--- src/rtl/bcd_pkg.sv ---
// Shared types and constants for the three-digit BCD counter.
// Includes the load-value digit check used by the controller.
package bcd_pkg;

  typedef enum logic [1:0] {
    ST_IDLE  = 2'd0,
    ST_RUN   = 2'd1,
    ST_PAUSE = 2'd2,
    ST_DONE  = 2'd3
  } state_e;

  localparam logic [11:0] BCD_MAX   = 12'h999;
  localparam logic [3:0]  DIGIT_MAX = 4'd9;

  function automatic logic bcd_valid3(input logic [11:0] v);
    bcd_valid3 = (v[3:0] <= DIGIT_MAX) && (v[7:4] <= DIGIT_MAX) && (v[11:8] <= DIGIT_MAX);
  endfunction

endpackage

--- src/rtl/bcd_count_ctrl_inc3.sv ---
// Purely combinational three-digit BCD incrementer built from
// chained single-digit bcd_incrementer cells.
module bcd_incrementer (
  input  logic [3:0] digit_in,
  input  logic       inc,
  output logic [3:0] digit_out,
  output logic       carry
);
  import bcd_pkg::*;

  always_comb begin
    digit_out = digit_in;
    carry     = 1'b0;
    if (inc) begin
      if (digit_in >= DIGIT_MAX) begin
        digit_out = 4'd0;
        carry     = 1'b1;
      end else begin
        digit_out = digit_in + 4'd1;
      end
    end
  end
endmodule

module bcd_count_inc3 (
  input  logic [11:0] count_in,
  input  logic        en,
  output logic [11:0] count_out,
  output logic        carry_out
);
  logic [3:0] carry_chain;

  assign carry_chain[0] = en;
  assign carry_out      = carry_chain[3];

  generate
    for (genvar gi = 0; gi < 3; gi++) begin : g_digit
      bcd_incrementer u_digit (
        .digit_in  (count_in[4*gi +: 4]),
        .inc       (carry_chain[gi]),
        .digit_out (count_out[4*gi +: 4]),
        .carry     (carry_chain[gi+1])
      );
    end
  endgenerate
endmodule

--- src/rtl/bcd_count_ctrl.sv ---
// Sequencing controller for the three-digit BCD counter: command decode,
// tick prescaler, terminal-count handling and registered status flags.
module bcd_count_ctrl
  import bcd_pkg::*;
#(
  parameter int DIV         = 1,
  parameter bit STOP_AT_MAX = 1'b0
) (
  input  logic        clk,
  input  logic        reset_n,
  input  logic        start,
  input  logic        stop,
  input  logic        clr,
  input  logic        load,
  input  logic [11:0] load_val,
  input  logic        tick,
  output logic [11:0] count,
  output logic        running,
  output logic        done,
  output logic        wrap,
  output logic        ovf,
  output logic        load_err
);

  localparam int              PRE_W    = (DIV <= 1) ? 1 : $clog2(DIV);
  localparam logic [PRE_W-1:0] PRE_LAST = PRE_W'(DIV - 1);

  state_e           state_q, state_d;
  logic [11:0]      count_q, count_d;
  logic [PRE_W-1:0] pre_q, pre_d;
  logic             ovf_q, ovf_d;
  logic             wrap_q, wrap_d;
  logic             load_err_q, load_err_d;
  logic             running_q, running_d;
  logic             done_q, done_d;

  logic             tick_run;
  logic             tick_hit;
  logic [11:0]      inc_val;
  logic             inc_carry;

  // A tick only reaches the prescaler when no higher-priority command is present.
  assign tick_run = tick && !clr && !load && !stop && !start && (state_q == ST_RUN);
  assign tick_hit = tick_run && (pre_q == PRE_LAST);

  bcd_count_inc3 u_inc3 (
    .count_in  (count_q),
    .en        (tick_hit),
    .count_out (inc_val),
    .carry_out (inc_carry)
  );

  always_comb begin
    state_d    = state_q;
    count_d    = count_q;
    pre_d      = pre_q;
    ovf_d      = ovf_q;
    wrap_d     = 1'b0;
    load_err_d = 1'b0;

    if (clr) begin
      count_d = '0;
      pre_d   = '0;
      ovf_d   = 1'b0;
      state_d = ST_IDLE;
    end else if (load) begin
      if (bcd_valid3(load_val)) begin
        count_d = load_val;
        pre_d   = '0;
        if (state_q == ST_DONE) state_d = ST_IDLE;
      end else begin
        load_err_d = 1'b1;
      end
    end else if (stop) begin
      if (state_q == ST_RUN) state_d = ST_PAUSE;
    end else if (start) begin
      if (state_q == ST_IDLE || state_q == ST_PAUSE) state_d = ST_RUN;
    end else if (tick_run) begin
      if (tick_hit) begin
        pre_d = '0;
        // Carry-out means the count was 999; terminal mode holds instead of wrapping.
        if (STOP_AT_MAX && inc_carry) begin
          state_d = ST_DONE;
        end else begin
          count_d = inc_val;
          if (inc_carry) begin
            wrap_d = 1'b1;
            ovf_d  = 1'b1;
          end
        end
      end else begin
        pre_d = pre_q + 1'b1;
      end
    end

    running_d = (state_d == ST_RUN);
    done_d    = (state_d == ST_DONE);
  end

  always_ff @(posedge clk or negedge reset_n) begin
    if (!reset_n) begin
      state_q    <= ST_IDLE;
      count_q    <= '0;
      pre_q      <= '0;
      ovf_q      <= 1'b0;
      wrap_q     <= 1'b0;
      load_err_q <= 1'b0;
      running_q  <= 1'b0;
      done_q     <= 1'b0;
    end else begin
      state_q    <= state_d;
      count_q    <= count_d;
      pre_q      <= pre_d;
      ovf_q      <= ovf_d;
      wrap_q     <= wrap_d;
      load_err_q <= load_err_d;
      running_q  <= running_d;
      done_q     <= done_d;
    end
  end

  assign count    = count_q;
  assign running  = running_q;
  assign done     = done_q;
  assign wrap     = wrap_q;
  assign ovf      = ovf_q;
  assign load_err = load_err_q;

endmodule
--- config.mk ---
export PLATFORM = sky130hd
export DESIGN_NAME = bcd_count_ctrl
export DESIGN_NICKNAME = d
export VERILOG_FILES = /design/src/rtl/bcd_pkg.sv /design/src/rtl/bcd_count_ctrl_inc3.sv /design/src/rtl/bcd_count_ctrl.sv
export SDC_FILE = /design/constraint.sdc
export NUM_CORES = 1
export LEC_CHECK = 0
export CORE_AREA = 2 2 54 56
export CTS_CLUSTER_SIZE = 24
export DETAILED_ROUTE_END_ITERATION = 8
export DIE_AREA = 0 0 56 58
export GPL_TIMING_DRIVEN = 0
export PLACE_DENSITY = 0.81
export SETUP_SLACK_MARGIN = 0.2
export SYNTH_ARGS = -nofsm -noshare
export SYNTH_HDL_FRONTEND = slang
export SYNTH_SLANG_ARGS = --single-unit
--- constraint.sdc ---
create_clock -name clk -period 4.2 [get_ports clk]
set_clock_uncertainty 0.15 [all_clocks]
set_input_delay 0.84 -clock clk [delete_from_list [all_inputs] [get_ports clk]]
set_output_delay 0.84 -clock clk [all_outputs]
set_load 0.005 [all_outputs]
==> impl_metrics.yaml, run 1 <==
status:
  status: "finished clean"
worst_setup_path:
  cp_num_buf_inv: 1
  reg2reg_depth: 6
  r2r-end: "count[10]"
  worstPathArrival_ns: 2.65
  crit_type: "in -> reg"
  cp_max_fo: 7
  cp_top_family: "simple AND/OR/NAND/NOR gates"
  slowest_delay_ns: 0.50
  timing.rr.start: "count[4]"
  slowest_stage: "nor4_4"
  timing.reg2reg.setup_slack_ns: 2.06
  path_cells: "clkdlybuf4s50_1, o21ai_2, a311oi_4, nor4_4, mux2_2"
  endpoint_kind: "flip-flop"
  cp.required_ns: 4.25
  startpoint_type: "input port"
power:
  total_power_mw: 0.604
  p_sw_share_pct: 30.4
  power.density_nw_per_um2: 350
  irDropWorstVdd_v: 0.000309
  power.internal_mw: 0.420
  p_comb_share_pct: 32.3
  switching_power_mw: 0.183
  clockPowerShare_pct: 26.7
  p_leak_nw: 0.752
  power_frac_seq_pct: 41.0
timing:
  worstMarginPinSlew_ns: 0.939
  max_freq_ghz: 0.384
  max_slew_margin_pct: 37.2
  slew_violations: 0
  setup_tns_ns: 0
  hold_viol_final: 0
  final.min_clock_period_ns: 2.60
  setup_viol: 0
  period_share_pct: 61.9
  grt_setup_unrepaired: "no"
place:
  gp_congestion: 0.831
  hpwlAfterDp_um: 2270
  portBuffers: 35
floorplanning:
  die_h_um: 58
  rows: 19
  die_area_um2: 3250
  fp.dieW_um: 56
  ioPinCount: 36
  initial_core_util_pct: 48.3
  core_um2: 2660
yosys:
  synth_area_um2: 1280
  synth-seq-cells: 20
  synth_warnings: 0
  yosysSeqAreaShare_pct: 38.9
  yosysUniqueCellTypes: 38
  synth_nets: 142
  syn_area_per_cell_um2: 11.3
  synth_ff_type: "dfrtp_1"
  synthCells: 114
  synth_edf_count: 0
  async_flop_share_pct: 100
worst_hold_path:
  hp-class: "reg -> reg"
  holdPathEnd: "ovf"
  min_from: "ovf"
  timing.hold.worst_path_depth: 1
global_routing:
  track_usage_pct: 20.0
  grt-ovfl-total: 0
  antenna_found_initial: 0
  grt_pass1_vias: 1057
  grt_pass1_wl_um: 5110
  grt_max_degree: 21
routing:
  via_per_inst: 5.63
  dr.pass1.iters: 4
  drc: 0
  wl_um: 2960
  num_vias: 1035
  wire_per_inst_um: 16.1
  final_antenna_net_count: 0
  first_iter_violations: 34
clock_network:
  cts_buffers: 3
  hold_buffers: 0
  clkSinkCount: 20
  clkTransAtPathRegs_ns: 0.13
  cts.path.max_buffers: 2
  ctsResizeCount: 0
  clk_latency_ns: 0.31
  cts_max_level: 1
  cts_tree: "yes"
  post_cts_buffers: 0
  cts_root_buf: "clkbuf_4"
layout:
  n_fill_cell: 228
  diodes: 0
  multi_input_area_um2: 733
  final_cell_mix: "clkdlybuf4s50_1, dfrtp_1, inv_1"
  final_util_pct: 64.8
  final_common_cell: "clkdlybuf4s50_1"
  ff_latch_area_um2: 500
  area_delta_synth_final_pct: 34.4
  drive_above_1_share_pct: 15.7
  nets: 182
flow_run:
  maxCapViolations: 0
==> flip-flops by register name (all words and copies together) (netlist names) <==
register and cells:
done 1, load_err 1, pre_q 1, wrap 1, count 12, running 1, state_q 2, ovf 1
==> synthesized netlist by cell type (2+ instances only) <==
cell      n  area share [%]
a21oi_1   2            0.78
dfrtp_1  20              39
nor2b_1   2            0.97
o21ai_0   2            0.78
mux2_2    5             4.4
nor4_4    2             3.3
nand2_1   3            0.88
a32oi_1   2             1.4
mux2i_1   6             4.7
a22oi_1   6             3.5
buf_2     2            0.78
a22o_1    5             3.4
xor2_1    2             1.4
xnor2_1   3             2.0
nand4_1   3             1.5
inv_1    11             3.2
o21ai_2   3             2.0
or3b_1    2             1.4
nor2_1    3            0.88
nor3_1    2            0.78
ha_1      9             8.8
nand3_1   3             1.2
==> layer usage <==
layer | vias up | global-route usage [%] | share of wire (%)
met5 | - | 0 | 0
met4 | 0 | 7.14 | 1.7
met3 | 4 | 3.57 | 5.1
met2 | 30 | 33.6 | 49
met1 | 501 | 26.1 | 44
li1 | 500 | - | -
==> stage by stage <==
stage | area [µm²] | setup slack [ns] | cells | hold WS [ns]
final | 1730 | 1.60 | 184 | 0.346
after global routing | 1730 | 1.52 | 184 | 0.376
after CTS | 1730 | 1.61 | 184 | 0.357
after detailed placement | 1670 | 1.28 | 180 | 0.327
after global placement | 1670 | 1.32 | 180 | 0.313
after floorplan | 1280 | 1.95 | 114 | 0.327
==> worst register-to-register path: stages, from the launching register on <==
cell     delay, ns
dfrtp_1       0.45
inv_1         0.10
ha_1          0.19
or3b_1        0.19
a21oi_2       0.12
nor4_4        0.46
mux2_2        0.38
==> power groups by stage <==
stage               Combinational [mW]  Clock, mW  Sequential, mW
global route                     0.214      0.174           0.252
finish                           0.195      0.161           0.248
CTS                              0.197      0.163           0.247
floorplan                        0.103          0           0.246
global placement                 0.190          0           0.248
detailed placement               0.196          0           0.251
==> final cells by class <==
class | count | area share (%)
multi-input combinational | 81 | 42.5
sequential | 20 | 29.0
timing repair buffer | 35 | 20.3
inverter | 11 | 2.39
tap | 31 | 2.25
clock inverter | 1 | 1.74
clock buffer | 3 | 1.30
buffer | 2 | 0.580
==> kinds of logic (layout without fill, tap and decap cells) <==
| logic type | count (synthesis) | count (layout) | share of synthesized area (%) |
|---|---|---|---|
| flops | 20 | 20 | 38.9 |
| buf+inv | 13 | 52 | 3.99 |
| fa+ha+maj | 9 | 9 | 8.76 |
| xor+xnor | 5 | 5 | 3.41 |
| compound gates | 30 | 30 | 20.9 |
| simple gates | 26 | 26 | 14.9 |
| mux | 11 | 11 | 9.06 |
==> worst max-delay path by stage <==
stage,start,end,slack (ns),depth (start not counted)
after floorplan,load_val[1],count[10],1.95,4
after global placement,load_val[9],count[11],1.32,5
after detailed placement,clr,count[10],1.28,5
after CTS,clr,count[10],1.61,5
after global routing,clr,count[10],1.52,5
final,load_val[1],count[10],1.60,5
Power figures use the tool's default switching activity.
==> inputs of run 2 (changes only) <==
- CORE_AREA: 2 2 54 56 -> 2 2 56 58
- DIE_AREA: 0 0 56 58 -> 0 0 58 60
- PLACE_DENSITY: 0.81 -> 0.76
- clock period: 4.2 -> 2.5 ns (I/O delays scaled with it)
==> run 2 against run 1 <==
Clock power decreased by 8%; cell area decreased by 0.73%; sequential power increased by 67%; via count increased by 3.8%; largest power group unchanged; highest routed layer unchanged.
==> impl_metrics.yaml, run 2 (synthesized netlist as in run 1, its figures left out) <==
status:
  status: "finished clean"
timing:
  max_slew_margin_pct: 39.3
  setup_tns_ns: 0
  setup_viol: 0
  max_freq_ghz: 0.444
  final.min_clock_period_ns: 2.25
  period_share_pct: 90.1
  grt_setup_unrepaired: "no"
  worstMarginPinSlew_ns: 0.907
  hold_viol_final: 0
  slew_violations: 0
routing:
  first_iter_violations: 33
  final_antenna_net_count: 0
  wire_per_inst_um: 15.1
  via_per_inst: 5.74
  num_vias: 1074
  wl_um: 2820
  dr.pass1.iters: 4
  drc: 0
clock_network:
  cts_root_buf: "clkbuf_4"
  clk_latency_ns: 0.29
  clkSinkCount: 20
  cts_max_level: 1
  ctsResizeCount: 0
  cts.path.max_buffers: 2
  cts_tree: "yes"
  cts_buffers: 3
  clkTransAtPathRegs_ns: 0.10
power:
  power.internal_mw: 0.604
  clockPowerShare_pct: 16.5
  p_comb_share_pct: 37.2
  power_frac_seq_pct: 46.3
  p_leak_nw: 0.748
  p_sw_share_pct: 32.6
  total_power_mw: 0.896
  power.density_nw_per_um2: 523
  switching_power_mw: 0.292
  irDropWorstVdd_v: 0.000346
layout:
  final_util_pct: 59.1
  final_cell_mix: "clkdlybuf4s50_1, dfrtp_1, inv_1"
  final_common_cell: "clkdlybuf4s50_1"
  diodes: 0
  largest_register_ffs: 12
  nets: 184
  drive_above_1_share_pct: 16.2
  area_delta_synth_final_pct: 33.4
floorplanning:
  fp.dieW_um: 58
  core_um2: 2900
  rows: 20
  die_area_um2: 3480
  initial_core_util_pct: 44.3
  die_h_um: 60
  ioPinCount: 36
place:
  portBuffers: 35
  gp_congestion: 0.815
  hpwlAfterDp_um: 2210
worst_setup_path:
  crit_type: "in -> reg"
  cp_top_family: "simple AND/OR/NAND/NOR gates"
  crit_top_cell: "nor4_4"
  slowest_delay_ns: 0.49
  cp.required_ns: 2.54
  worstPathArrival_ns: 2.29
  slowest_stage: "clkdlybuf4s50_1"
  timing.reg2reg.setup_slack_ns: 0.40
  startpoint_type: "input port"
  endpoint_kind: "flip-flop"
  path_cells: "clkdlybuf4s50_1, nor4_4, a31oi_4, nor4_4, mux2_2"
  cp_max_fo: 5
  cp_num_buf_inv: 1
global_routing:
  grt_max_degree: 21
  antenna_found_initial: 0
  grt-ovfl-total: 0
  grt_pass1_wl_um: 4830
  grt_pass1_vias: 1109
  track_usage_pct: 18.4
worst_hold_path:
  hp-class: "reg -> reg"
flow_run:
  maxCapViolations: 0
run 2: changes by cell type in the layout (fill, tap and decap cells not counted), sizes merged:
cell,delta
buf,+2
bufinv,-1
run 2: per-layer routing:
metal	part of all wire, %	GRT usage, %	up-vias	routed length, µm
li1	-	-	500	-
met1	43	22.4	538	1200
met2	51	31.2	32	1440
met3	5.0	3.68	4	142
met4	1.1	8.97	0	30
met5	0	0	-	0
run 2: path summary, 6_finish.rpt:
check                           startpoint   endpoint  cells after the start
min in group asynchronous          reset_n       done                      1
worst min register to register         ovf        ovf                      1
worst max-delay path                  stop  count[11]                      5
max in group asynchronous          reset_n   count[5]                      1
worst min-delay path                   ovf        ovf                      1
worst max register to register    count[0]   count[7]                      6
run 2: power by group through the flow:
stage	Clock, mW	Combinational (mW)	Sequential, mW
after CTS	0.155	0.334	0.415
after global placement	0	0.320	0.418
after global routing	0.168	0.372	0.424
final	0.148	0.333	0.415
after floorplan	0	0.173	0.413
after detailed placement	0	0.331	0.420
run 2: layout make-up:
cell class / instances / area [µm²]
Buffer: 2 / 10.0
Clock buffer: 3 / 22.5
Fill cell: 273 / 1190
Inverter: 11 / 41.3
Multi-Input combinational cell: 81 / 733
Sequential cell: 20 / 500
Tap cell: 33 / 41.3
Timing Repair Buffer: 37 / 365
run 2: repair_timing:
| action | in CTS | in global routing |
|---|---|---|
| setup buffers | 0 | 2 |
| hold buffers | 0 | 0 |
| endpoints found under the setup margin | 0 | 2 |
run 2: per-stage QoR:
stage | instances | hold WS [ns] | setup slack [ns] | cell area [µm²]
floorplan | 114 | 0.0544 | 0.538 | 1280
global route | 187 | 0.400 | 0.203 | 1710
detailed placement | 182 | 0.343 | -0.0951 | 1680
finish | 187 | 0.349 | 0.249 | 1710
CTS | 185 | 0.368 | 0.225 | 1700
global placement | 182 | 0.312 | -0.0476 | 1680
run 2: worst reg2reg max path, cell delays in order (launching register included):
cell,delay (ns)
dfrtp_1,0.44
inv_1,0.11
ha_1,0.15
or3b_1,0.42
a21oi_4,0.32
nor3_4,0.10
mux2_2,0.30
==> inputs of run 3 (changes only) <==
- GPL_ROUTABILITY_DRIVEN: not set -> 0
==> results of run 3 <==
Final layout, timing and power as in run 2 (identical DEF).
